===== src/rtl/sha3_pkg.sv =====
// Shared types and constants for the SHA-3 message feeder.
package sha3_pkg;

    localparam int SHA3_WORD_W         = 32;
    localparam int SHA3_BYTE_W         = 8;
    localparam int SHA3_BYTES_PER_WORD = 4;

    // FILL: collecting bytes, ISSUE: data word waiting for the core,
    // TAIL: extra zero terminating word, DONE: message finished until reset.
    typedef enum logic [1:0] {
        FILL  = 2'd0,
        ISSUE = 2'd1,
        TAIL  = 2'd2,
        DONE  = 2'd3
    } packer_state_t;

endpackage


===== src/rtl/sha3_byte_packer.sv =====
// Packs a valid/ready byte stream big-endian into 32-bit words for the
// low-throughput SHA-3 core, adding the zero terminating word when the
// message length is a multiple of four.
//
// Handshake: a byte transfers on a rising edge where s_valid && s_ready.
// The source holds s_byte/s_last stable while s_valid is high and s_ready
// is low. Toward the core, core_in_ready is a single-cycle strobe that is
// only raised while buffer_full is low; the word it carries is registered.
import sha3_pkg::*;

module sha3_byte_packer #(
    parameter int CNT_W = 32
) (
    input  logic                   clk,
    input  logic                   reset,
    input  logic [SHA3_BYTE_W-1:0] s_byte,
    input  logic                   s_valid,
    input  logic                   s_last,
    output logic                   s_ready,
    input  logic                   buffer_full,
    output logic [SHA3_WORD_W-1:0] core_in,
    output logic                   core_in_ready,
    output logic                   core_is_last,
    output logic [1:0]             core_byte_num,
    output logic                   done,
    output logic [CNT_W-1:0]       msg_bytes,
    output packer_state_t          dbg_state
);

    packer_state_t          state;
    packer_state_t          state_next;

    logic [SHA3_WORD_W-1:0] acc;
    logic [1:0]             fill;
    logic                   last_q;
    logic                   tail_q;
    logic [1:0]             bn_q;
    logic [SHA3_WORD_W-1:0] core_in_q;

    logic                   accept;
    logic                   word_done;
    logic                   issue_fire;
    logic [SHA3_WORD_W-1:0] word_next;
    logic                   last_next;
    logic                   tail_next;
    logic [1:0]             bn_next;

    assign accept     = s_valid && (state == FILL);
    assign word_done  = accept && ((fill == 2'd3) || s_last);
    assign issue_fire = (state == ISSUE) && !buffer_full;
    assign last_next  = s_last && (fill != 2'd3);
    assign tail_next  = s_last && (fill == 2'd3);
    assign bn_next    = s_last ? (fill + 2'd1) : 2'd0;

    // Accumulator with the incoming byte dropped into its big-endian lane.
    always_comb begin
        word_next = acc;
        case (fill)
            2'd0:    word_next = {s_byte, acc[23:0]};
            2'd1:    word_next = {acc[31:24], s_byte, acc[15:0]};
            2'd2:    word_next = {acc[31:16], s_byte, acc[7:0]};
            default: word_next = {acc[31:8], s_byte};
        endcase
    end

    // State register.
    always_ff @(posedge clk) begin
        if (reset) begin
            state <= FILL;
        end else begin
            state <= state_next;
        end
    end

    // Next-state logic; ISSUE and TAIL only advance when the core has room.
    always_comb begin
        state_next = state;
        case (state)
            FILL: begin
                if (word_done) begin
                    state_next = ISSUE;
                end
            end
            ISSUE: begin
                if (!buffer_full) begin
                    if (last_q) begin
                        state_next = DONE;
                    end else if (tail_q) begin
                        state_next = TAIL;
                    end else begin
                        state_next = FILL;
                    end
                end
            end
            TAIL: begin
                if (!buffer_full) begin
                    state_next = DONE;
                end
            end
            default: begin
                state_next = DONE;
            end
        endcase
    end

    // Output decode; the strobe is suppressed in a reset cycle.
    always_comb begin
        s_ready       = (state == FILL);
        core_in_ready = ((state == ISSUE) || (state == TAIL)) && !buffer_full && !reset;
        done          = (state == DONE);
        dbg_state     = state;
    end

    // Datapath: accumulator, issued-word registers and byte counter.
    always_ff @(posedge clk) begin
        if (reset) begin
            acc       <= '0;
            fill      <= 2'd0;
            last_q    <= 1'b0;
            tail_q    <= 1'b0;
            bn_q      <= 2'd0;
            core_in_q <= '0;
            msg_bytes <= '0;
        end else begin
            if (accept) begin
                acc  <= word_next;
                fill <= fill + 2'd1;
                if (msg_bytes != {CNT_W{1'b1}}) begin
                    msg_bytes <= msg_bytes + 1'b1;
                end
                if (word_done) begin
                    core_in_q <= word_next;
                    last_q    <= last_next;
                    tail_q    <= tail_next;
                    bn_q      <= bn_next;
                end
            end
            if (issue_fire && !last_q && !tail_q) begin
                acc  <= '0;
                fill <= 2'd0;
            end
            // Terminating word: zero data, flagged last with zero valid bytes.
            if (issue_fire && tail_q) begin
                core_in_q <= '0;
                last_q    <= 1'b1;
                bn_q      <= 2'd0;
            end
        end
    end

    assign core_in       = core_in_q;
    assign core_is_last  = last_q;
    assign core_byte_num = bn_q;

endmodule


===== config.mk =====
export PLATFORM = sky130hd
export DESIGN_NAME = sha3_byte_packer
export DESIGN_NICKNAME = d
export VERILOG_FILES = /design/src/rtl/sha3_pkg.sv /design/src/rtl/sha3_byte_packer.sv
export SDC_FILE = /design/constraint.sdc
export NUM_CORES = 1
export LEC_CHECK = 0
export BUFFER_PORTS_ARGS = -buffer_cell sky130_fd_sc_hd__clkbuf_2
export CAP_MARGIN = 10
export CORE_ASPECT_RATIO = 0.6
export CORE_MARGIN = 2
export CORE_UTILIZATION = 60
export CTS_BUF_LIST = sky130_fd_sc_hd__clkbuf_16
export CTS_CLUSTER_DIAMETER = 40
export CTS_CLUSTER_SIZE = 20
export DETAILED_ROUTE_END_ITERATION = 6
export GPL_ROUTABILITY_DRIVEN = 0
export PLACE_DENSITY_LB_ADDON = 0.08
export SLEW_MARGIN = 20
export SYNTH_ARGS = -nofsm -noshare
export SYNTH_HDL_FRONTEND = slang
export SYNTH_SLANG_ARGS = --single-unit

===== constraint.sdc =====
create_clock -name clk -period 4.2 [get_ports clk]
set_input_delay 0.42 -clock clk [delete_from_list [all_inputs] [get_ports clk]]
set_output_delay 0.42 -clock clk [all_outputs]
set_load 0.02 [all_outputs]

==> results by group <==
Synthesis
  – Share of the synthesized area in the top cell type: 44.85%
  – Share of synthesized area occupied by flip-flops and latches: about 45%
  – Net count after synthesis: roughly 540
  – EDFF count, synth: 0
  – Cell taking the most area after synthesis: sky130_fd_sc_hd__dfxtp_1
  – Primary FF master, synth: sky130_fd_sc_hd__dfxtp_1
  – Number of synthesized register bits: approximately 100
  – Summed instance area of the synthesized netlist: between 0.004 and 0.005 mm^2
  – Average instance area after synthesis: slightly below 9 um^2
  – Total number of yosys warnings: 0
  – Async set-or-reset flop fraction in the synthesized netlist: 0%
  – Syn Inst Count: 520
  – Synth area leaders: sky130_fd_sc_hd__dfxtp_1 45%, sky130_fd_sc_hd__a211oi_1 11%, sky130_fd_sc_hd__nor2_1 8.1%
  – Unique masters post-synth: 50

CTS
  – Maximum clock path buffer count: 2
  – CTS HTree Levels: 3
  – Clock insertion delay at the later pin of the skew report: 350 ps
  – Post-CTS resize count: 0
  – Clock sink count: about 100
  – Clk root buf: sky130_fd_sc_hd__clkbuf_16
  – Clock transition at path regs: around 70 ps
  – Postcts setup bufs: 0
  – TritonCTS clock tree: yes
  – Hold bufs inserted after CTS: 0
  – Number of CTS-inserted buffers: 9

Layout
  – Share of final-layout standard cells stronger than drive strength 1: a little over a fifth
  – Ant. Diodes: 0
  – Non-filler cells in the finished layout: about 680
  – Most common cell after layout, fill and taps aside: sky130_fd_sc_hd__dfxtp_1
  – Area growth from synthesis to layout: 14.04%
  – Fin nets: 598
  – Top library cells by usage in the layout, fill and taps aside: 104 x sky130_fd_sc_hd__dfxtp_1, 99 x sky130_fd_sc_hd__nor2_1, 84 x sky130_fd_sc_hd__clkbuf_2
  – Post-route core utilization: a little under three quarters

Worst hold path
  – Startpoint of the lowest-slack hold path: s_last
  – Type of the tightest min-delay check: input port to register
  – Number of instances on the worst hold path: 3
  – Hold Path Sink: tail_q$_SDFFE_PP0P_

Global route
  – Vias in the first global route: between 3000 and 4000
  – Initial antenna violation count: 0
  – GRT Residual Overflow: 0
  – GR Util All Layers: 27.12%
  – Global-route wire length before repair: roughly 18 mm
  – Largest net degree at the start of global routing: 65

STA
  – Worst hold margin: around 420 ps
  – Worst slew margin: 33.62%
  – Number of failing hold endpoints at the final stage: 0
  – Post-route setup TNS: 0 ps
  – Post-route fraction of the period consumed by the critical path: between 50% and 60%
  – Fmax: about 0.40 GHz
  – Slew at the pin closest to its max-slew limit: 995.7 ps
  – Clock Skew: roughly 11 ps
  – Setup repair after global routing missed its margin: no
  – Minimum period implied by the final worst setup slack: between 2000 and 2500 ps
  – Number of pins exceeding their max-slew limit in the final report: 0
  – Number of setup violations in the final report: 0

Routing
  – Routed length per instance: approximately 16 um
  – Iteration-0 DRC count of the detailed router: 476
  – Routed vias: 4194
  – Count of antenna-violating nets left after detailed routing: 0
  – Mean number of vias per cell: about 6.1
  – Remaining DRCs: 0
  – Aggregate routed wire length: between 10 and 15 mm
  – First-pass iteration count of the detailed router: 5

Die
  – Die extent in y: 72.13 um
  – Number of placement rows: 24
  – Placeable core region: 0.007387 mm^2
  – Number of I/O pins: 85
  – Area of the die: between 0.008 and 0.009 mm^2
  – Horiz. Die Dim: around 120 um
  – Initial cell density of the core: a little over three fifths

Worst setup path
  – Maximum single-stage delay on the critical path: between 700 and 800 ps
  – Critical path's top delay family: simple AND/OR/NAND/NOR gates
  – Cell-by-cell trace of the critical path: and2_2 -> nor4b_4 -> and3_1 -> nor4_1 -> mux2_2
  – Largest fanout on the critical path: 19
  – Data required time at the worst endpoint: 4430 ps
  – Buffers & Inverters on Critical Path: 0
  – Slowest stage cell, crit path: sky130_fd_sc_hd__dfxtp_1
  – Reg-to-reg critical path startpoint: msg_bytes[5]$_SDFFE_PP0P_
  – Worst Setup End Kind: register
  – Number of cells on the worst reg-to-reg path: 5
  – Worst R2R Setup Slack: around 1700 ps
  – Reg2reg end: msg_bytes[21]$_SDFFE_PP0P_
  – Kind of launch point of the worst setup path: register
  – Category of the critical setup timing path: register to register
  – Data arrival time of the worst path: about 2700 ps

Placed design
  – Final HPWL DP: 7.913 mm
  – Post-Place Cells: roughly 670
  – Port-buffer cells: 84

Pwr
  – Share of total power in combinational logic: between 30% and 40%
  – Total power after layout: approximately 3100 uW
  – Switching Share: a little under two fifths
  – Share of power burned in registers: a little over two fifths
  – Internal power contribution: about 1900 uW
  – Clock group share of total power: 24.8%
  – Reported leakage power: between 0.002 and 0.0025 uW
  – Worst IR drop on VDD: between 400 and 500 uV
  – Total power per unit cell area: 592.9 mW/mm^2
  – Net switching power: roughly 1200 uW

Outcome
  – Run status: completed

Job
  – Max-cap violations: 0
state kept, by name (all words and copies together) (netlist names):
signal	flops
acc	32
core_in	32
msg_bytes	32
core_byte_num	2
dbg_state	2
fill	2
core_is_last	1
tail_q	1
worst register-to-register path, cell delays in order (launching register included):
cell and delay (ps):
sky130_fd_sc_hd__dfxtp_1 740, sky130_fd_sc_hd__and2_2 320, sky130_fd_sc_hd__nor4b_4 310, sky130_fd_sc_hd__and3_1 580, sky130_fd_sc_hd__nor4_1 130, sky130_fd_sc_hd__mux2_2 290
worst max-delay path by stage:
stage / startpoint / endpoint / slack [ps] / depth (start not counted)
CTS: msg_bytes[5]$_SDFFE_PP0P_ / msg_bytes[27]$_SDFFE_PP0P_ / 1780 / 5
global route: msg_bytes[5]$_SDFFE_PP0P_ / msg_bytes[27]$_SDFFE_PP0P_ / 1530 / 5
global placement: msg_bytes[5]$_SDFFE_PP0P_ / msg_bytes[27]$_SDFFE_PP0P_ / 1870 / 5
finish: msg_bytes[5]$_SDFFE_PP0P_ / msg_bytes[21]$_SDFFE_PP0P_ / 1710 / 5
detailed placement: msg_bytes[5]$_SDFFE_PP0P_ / msg_bytes[27]$_SDFFE_PP0P_ / 1780 / 5
floorplan: dbg_state[0]$_SDFFE_PP0P_ / msg_bytes[21]$_SDFFE_PP0P_ / 2050 / 7
through the flow:
stage	worst slack (ps)	area, um^2
global route	1530	5294
global placement	1873	5019
detailed placement	1782	5019
CTS	1783	5291
finish	1713	5294
floorplan	2050	4642
cells in the mapped netlist (8+ instances only):
library cell               number
sky130_fd_sc_hd__a211oi_1      67
sky130_fd_sc_hd__a21oi_1       19
sky130_fd_sc_hd__a22oi_1       32
sky130_fd_sc_hd__clkbuf_1      27
sky130_fd_sc_hd__dfxtp_1      104
sky130_fd_sc_hd__ha_1          10
sky130_fd_sc_hd__nand2_1       16
sky130_fd_sc_hd__nand3_1        8
sky130_fd_sc_hd__nand4_1       12
sky130_fd_sc_hd__nor2_1       100
sky130_fd_sc_hd__nor2b_1       12
sky130_fd_sc_hd__xnor2_1        9
power groups by stage:
stage / Combinational [uW] / Clock (uW) / Sequential (uW)
after floorplan: 691 / 0 / 1400
after global placement: 1000 / 0 / 1310
final: 1050 / 780 / 1310
after global routing: 1160 / 830 / 1330
after CTS: 1040 / 787 / 1310
after detailed placement: 1030 / 0 / 1330
layer usage:
layer | GRT usage [%] | up-vias | part of all wire [%]
met5 | 0 | - | 0
met4 | 6.426 | 0 | 0.88
met1 | 40.73 | 1969 | 49
met3 | 8.176 | 10 | 9.1
li1 | - | 2021 | -
met2 | 38.14 | 194 | 41
cell families after synthesis:
logic type | Yosys count | share of synthesized area (%)
flops | 104 | 44.85
buf+inv | 49 | 4.825
mux | 9 | 2.129
compound gates | 147 | 22.67
simple gates | 191 | 20.94
xor+xnor | 10 | 1.887
fa+ha+maj | 10 | 2.695
area by class of cell:
class / instances / area, um^2
flip-flops and latches: 104 / 2082
inverters: 7 / 26.28
clock buffers: 9 / 225.2
repair buffers: 86 / 435.4
well taps: 104 / 130.1
clock inverters: 7 / 47.55
multi-input cells: 367 / 2347
fillers: 599 / 2093
Note: power is estimated with default switching activity, not from simulation.
